## src/rtl/product_accumulator.sv

```systemverilog
// Accumulates a frame of 8-bit multiplier products into an ACC_W-bit sum with a
// sticky overflow flag, then returns the result as two bytes: low first, then high.
module product_accumulator #(
  parameter int ACC_W = 12,
  parameter int CNT_W = 5
) (
  input  logic       clk,
  input  logic       rst,
  input  logic       in_valid,
  output logic       in_ready,
  input  logic [7:0] in_prod,
  input  logic       in_last,
  output logic       out_valid,
  input  logic       out_ready,
  output logic [7:0] out_byte,
  output logic       out_hi,
  output logic       ovf
);

  // Handshakes: a transfer happens on a rising edge where valid and ready are both 1;
  // valid never depends combinationally on ready, and payload is held while valid && !ready.
  typedef enum logic [1:0] {IDLE, ACC, SEND_LO, SEND_HI} state_t;

  state_t             state_q, state_d;
  logic [ACC_W-1:0]   acc_q;
  logic [CNT_W-1:0]   cnt_q;
  logic               ovf_q;
  logic               beat;
  logic               cnt_full;
  logic [ACC_W-1:0]   prod_ext;
  logic [ACC_W:0]     sum;
  logic [ACC_W-1:0]   acc_hi;

  assign in_ready  = (state_q == IDLE) || (state_q == ACC);
  assign out_valid = (state_q == SEND_LO) || (state_q == SEND_HI);
  assign beat      = in_valid && in_ready;
  assign prod_ext  = {{(ACC_W-8){1'b0}}, in_prod};
  assign sum       = {1'b0, acc_q} + {1'b0, prod_ext};
  // Count saturating at all-ones means this beat is number 2^CNT_W.
  assign cnt_full  = (cnt_q == '1);
  assign acc_hi    = acc_q >> 8;
  assign ovf       = ovf_q;

  always_comb begin
    state_d  = state_q;
    out_byte = 8'h00;
    out_hi   = 1'b0;
    case (state_q)
      IDLE: begin
        if (beat) state_d = in_last ? SEND_LO : ACC;
      end
      ACC: begin
        if (beat && (in_last || cnt_full)) state_d = SEND_LO;
      end
      SEND_LO: begin
        out_byte = acc_q[7:0];
        if (out_ready) state_d = SEND_HI;
      end
      SEND_HI: begin
        out_hi   = 1'b1;
        out_byte = {ovf_q, acc_hi[6:0]};
        if (out_ready) state_d = IDLE;
      end
      default: state_d = IDLE;
    endcase
  end

  always_ff @(posedge clk) begin
    if (rst) begin
      state_q <= IDLE;
      acc_q   <= '0;
      cnt_q   <= '0;
      ovf_q   <= 1'b0;
    end else begin
      state_q <= state_d;
      if (beat) begin
        if (state_q == IDLE) begin
          acc_q <= prod_ext;
          cnt_q <= CNT_W'(1);
          ovf_q <= 1'b0;
        end else begin
          acc_q <= sum[ACC_W-1:0];
          cnt_q <= cnt_q + CNT_W'(1);
          if (sum[ACC_W]) ovf_q <= 1'b1;
        end
      end
    end
  end

endmodule

```

## config.mk

```make
export PLATFORM = sky130hd
export DESIGN_NAME = product_accumulator
export DESIGN_NICKNAME = d
export VERILOG_FILES = /design/src/rtl/product_accumulator.sv
export SDC_FILE = /design/constraint.sdc
export NUM_CORES = 1
export LEC_CHECK = 0
export CORE_UTILIZATION = 35
export CTS_CLUSTER_SIZE = 24
export DETAILED_ROUTE_END_ITERATION = 10
export GPL_ROUTABILITY_DRIVEN = 0
export GPL_TIMING_DRIVEN = 0
export PLACE_DENSITY_LB_ADDON = 0.15
export SLEW_MARGIN = 25
export SYNTH_ARGS = -nofsm -noshare
export SYNTH_HDL_FRONTEND = slang
export SYNTH_SLANG_ARGS = --single-unit
```

## constraint.sdc

```tcl
create_clock -name clk -period 2.42 [get_ports clk]
set_input_delay 0.242 -clock clk [delete_from_list [all_inputs] [get_ports clk]]
set_output_delay 0.242 -clock clk [all_outputs]
set_load 0.01 [all_outputs]
```

**After elaboration in Yosys (flattened, before gate mapping)**

Cells that the tools add are included.

- Logic and storage cells: 35
- Input port bits: 13
- Bits in registers: 20
- Output and inout port bits: 12

- Reduce and logical (&&, ||, !) cells: 9
- $add $sub $neg: 2
- Equal/unequal tests: 8
- Multiplexer cells: 12

Operators by type and width:

| cell | number |
|---|---|
| case mux 8 bit (2 select lines) | 1 |
| adder 12 x 8 -> 13 bit | 1 |
| two-way mux 12 bit | 1 |
| two-way mux 2 bit | 5 |
| case mux 2 bit (4 select lines) | 1 |
| inequality test 2 bit (second input constant) | 3 |
| adder 5 x 1 -> 5 bit (second input constant) | 1 |
| equality test 5 bit (second input constant) | 1 |
| two-way mux 5 bit | 1 |
| equality test 2 bit (second input constant) | 2 |
| AND reduction 4 bit | 1 |
| logical OR 1 bit | 3 |
| two-way mux 1 bit | 3 |
| equality test 2 x 1 -> 1 bit (second input constant) | 1 |
| logical AND 1 bit | 2 |
| logical NOT 2 bit | 1 |
| inequality test 2 x 1 -> 1 bit (second input constant) | 1 |
| AND reduction 2 bit | 1 |
| nonzero test 2 bit | 1 |

**Logic depth before layout (Yosys ltp)**

- Word-level depth: 6
- Mapped depth: 9
- Depth with buffers taken out: 8

**Least setup slack after synthesis**

Ideal clock, no wire load.

- Path type: register to register
- Start: register acc_q[0]
- End: register ovf_q, in the netlist ovf
- Stages on the path, launching flop included: 9
- Data required time: 2.319 ns
- Setup time: 0.101 ns
- Data arrival time: 1.915 ns
- Period minus slack after synthesis: 2.016 ns
- Path buffers: 0
- Setup slack: 0.404 ns
- Cell sequence: dfxtp_1 ha_1 inv_1 fa_1 and2b_1 o31a_1 o21ai_0 or2_1 o41ai_1

- Word-level cells in the longest chain between the ends: 3

RTL lines:

| item | line | source |
|---|---|---|
| start, declared | 25 | `logic [ACC_W-1:0] acc_q;` |
| start signal, assigned | 78 | `acc_q <= prod_ext;` |
| start signal, assigned | 82 | `acc_q <= sum[ACC_W-1:0];` |
| adder 12 x 8 -> 13 bit | 38 | `assign sum = {1'b0, acc_q} + {1'b0, prod_ext};` |
| nonzero test 2 bit (no source line) | n/a |  |
| AND reduction 2 bit (no source line) | n/a |  |
| end signal, assigned | 73 | `ovf_q <= 1'b0;` |
| end signal, assigned | 80 | `ovf_q <= 1'b0;` |
| end signal, assigned | 84 | `if (sum[ACC_W]) ovf_q <= 1'b1;` |
| end, declared | 27 | `logic ovf_q;` |

Every way passes these cells.
A chain may end at the register's enable or synchronous reset.

**Worst setup path after layout**

- Start: input port in_prod[0]
- End: register ovf_q, in the netlist ovf

- Word-level cells in the longest chain between the ends: 3

RTL lines:

| item | line | source |
|---|---|---|
| start, declared | 11 | `input logic [7:0] in_prod,` |
| adder 12 x 8 -> 13 bit | 38 |  |
| nonzero test 2 bit (no source line) | n/a |  |
| AND reduction 2 bit (no source line) | n/a |  |

Every way passes these cells.

==> results.json <==
{
  "yosysMostFrequentCell": "dfxtp_1",
  "die_w_um": 66.0,
  "viasPerCell": 5.68,
  "maxSlewViolCount": 0,
  "met1Wirelength_mm": 1.71,
  "io_buffers": 24,
  "htree_levels": 1,
  "cts_buffer_depth": 2,
  "antenna_found_initial": 0,
  "cts_tree": "done",
  "status": "completed",
  "ios": 25,
  "drc_errors": 0,
  "clkTransAtPathRegs_ps": 80,
  "min_period_over_period_pct": 93.8,
  "finalWirelength_mm": 3.64,
  "synth_area_leader_cell": "dfxtp_1",
  "diodes": 0,
  "fillers": 366,
  "tns_ps": 0,
  "tightest_slew_ps": 620,
  "final_hold_viol_count": 0,
  "dr_wl_met2_mm": 1.68,
  "final_area_um2": 1820,
  "required_ps": 2590,
  "yosys_warnings": 0,
  "p_per_area_nw_per_um2": 1000,
  "grt_pass1_wl_mm": 6.20,
  "numCtsBuffers": 3,
  "syn_inst": 165,
  "postSynthAreaPerCell_um2": 8.70,
  "grt.total_usage_pct": 18.9,
  "cp_slowest_cell": "clkdlybuf4s50_1",
  "rows": 22,
  "clkSinkCount": 20,
  "worstSetupPathType": "in2reg",
  "p_leak_nw": 0.745,
  "grt_pass1_vias": 1304,
  "cp.arrival_ps": 2440,
  "root_buffer": "clkbuf_8",
  "die_h_um": 66.0,
  "floorplan.initialDensity_pct": 37.8,
  "ctsHoldBuffers": 0,
  "crit_path_max_incr_delay_ps": 490,
  "fin_crit_ps": 2270,
  "slew_headroom_pct": 58.7,
  "synth_nets": 194,
  "drive_gt1_share_pct": 12.4,
  "synth_edf_count": 0,
  "finClkSkew_ps": 3.32,
  "synth_ff_type": "dfxtp_1",
  "dp_hpwl_mm": 2.72,
  "dieArea_um2": 4360,
  "coreArea_um2": 3800,
  "synth_common_cells": "20 x dfxtp_1, 17 x nor2_1, 15 x ha_1, 12 x a211oi_1, 10 x a21oi_1",
  "wl_met3_um": 194,
  "netlist_area_um2": 1440,
  "fin_util_pct": 47.8,
  "synthToLayoutAreaGrowth_pct": 26.5,
  "placed_cell_area_um2": 1740,
  "grt-ovfl-total": 0,
  "ys_ff_latch": 20,
  "path_cells": "clkdlybuf4s50_1 -> ha_1 -> inv_1 -> fa_1 -> and2b_2 -> o31a_1 -> o21ai_2 -> or2_1 -> o41ai_2",
  "worst_setup_path_end_kind": "register",
  "firstDrtPassIters": 4,
  "vias": 1368,
  "whs_ps": 467,
  "netlist.area_leader.share_pct": 27.9,
  "vdd_drop_max_mv": 0.370,
  "setup_viol": 0,
  "seq_area_frac_synth_pct": 27.9,
  "routedWlPerCell_um": 15.1,
  "top_layer": "met4",
  "drt.antenna.violating_nets": 0,
  "critPathMaxFanout": 6,
  "min_path_type": "reg2reg",
  "fmax_mhz": 441,
  "worst_setup_path_start_kind": "primary input",
  "synthArstFlopShare_pct": 0,
  "insertion_delay_ps": 260,
  "ys_types": 47,
  "grt_start_max_net_pins": 12,
  "cap_violations": 0,
  "nets": 223,
  "postCtsSetupRepairBufs": 0,
  "first_iter_violations": 52,
  "synthTopCellsByArea": "dfxtp_1 28%, ha_1 13%, a211oi_1 6.3%, nor2_1 4.4%, a21oi_1 3.5%",
  "rsz0062_at_grt": "no"
}
## critical path, delay by kind of cell
kind	cells	cell delay [ps]
AND/OR/NAND/NOR	2	490
adder cells (fa/ha/maj)	2	610
AO/OA/AOI/OAI	3	550
buffers and inverters	2	560
## through the flow
step | total power, W | worst slack [ps] | instances
2_1_floorplan | 0.00122 | 404 | 165
3_3_place_gp | 0.00150 | -237 | 237
3_5_place_dp | 0.00153 | -292 | 237
4_1_cts | 0.00180 | 48.7 | 241
5_1_grt | 0.00198 | 6.46 | 241
6_report | 0.00182 | 150 | 241
## report_power, final
group / switching (W) / total [W] / leakage, nW / internal (W)
combinational: 0.000590 / 0.00109 / 0.553 / 0.000497
clock: 0.000120 / 0.000265 / 0.0288 / 0.000145
sequential: 0.0000660 / 0.000469 / 0.164 / 0.000403
## routing by layer
| metal | global-route usage, % | up-vias |
|---|---|---|
| li1 | - | 665 |
| met1 | 23.8 | 655 |
| met2 | 32.1 | 42 |
| met3 | 4.48 | 6 |
| met5 | 0 | - |
| met4 | 4.79 | 0 |
## cells in the final DEF, fill, tap and decap left out, types with 2 or more instances in the layout
cell type and count:
xor2_1 5, clkdlybuf4s50_1 24, o211ai_1 2, inv_1 7, clkbuf_1 3, nor2_1 17
o21ai_0 8, and3_1 2, a22o_2 5, a211oi_1 12, nand3b_1 2, ha_1 15
a21o_1 3, nor3_1 2, or2_4 2, dfxtp_1 20, nand2_1 9, clkbuf_8 4
buf_6 2, a21oi_1 10, mux2i_1 5, and2_2 3, xnor2_1 2, or3_1 3
## kinds of logic after synthesis
| kind of cell | share of synthesized area (%) |
|---|---|
| AOI/OAI and AO/OA | 26.0 |
| xor gates and xnor gates | 4.27 |
| adders and majority gates | 14.5 |
| buffers and inverters | 5.32 |
| DFF | 27.9 |
| muxes | 3.49 |
| and+or+nand+nor | 18.6 |
## layout make-up
| cell class | count | area [um2] | area share, % |
|---|---|---|---|
| Buffer | 8 | 50.0 | 2.76 |
| Sequential cell | 20 | 400 | 22.1 |
| Multi-Input combinational cell | 130 | 983 | 54.2 |
| Timing Repair Buffer | 24 | 240 | 13.2 |
| Inverter | 7 | 26.3 | 1.45 |
| Clock buffer | 4 | 55.1 | 3.03 |
| Tap cell | 48 | 60.1 | 3.31 |
## sequential cells by signal, indices dropped and copies added (netlist names)
register,flops
state_q,2
acc_q,12
ovf,1
cnt_q,5
## what timing repair did
action,4_1_cts,5_1_grt
cloned,0,0
gates resized for setup,1,5
endpoints found under the setup margin,1,2
## worst paths after layout
check        cells past startpoint       end  startpoint  slack, ps
min                              2  cnt_q[4]    cnt_q[4]        470
max reg2reg                      8       ovf    acc_q[0]        240
min reg2reg                      2  cnt_q[4]    cnt_q[4]        470
max                              9       ovf  in_prod[0]        150
Note: power is estimated with default switching activity, not from simulation.
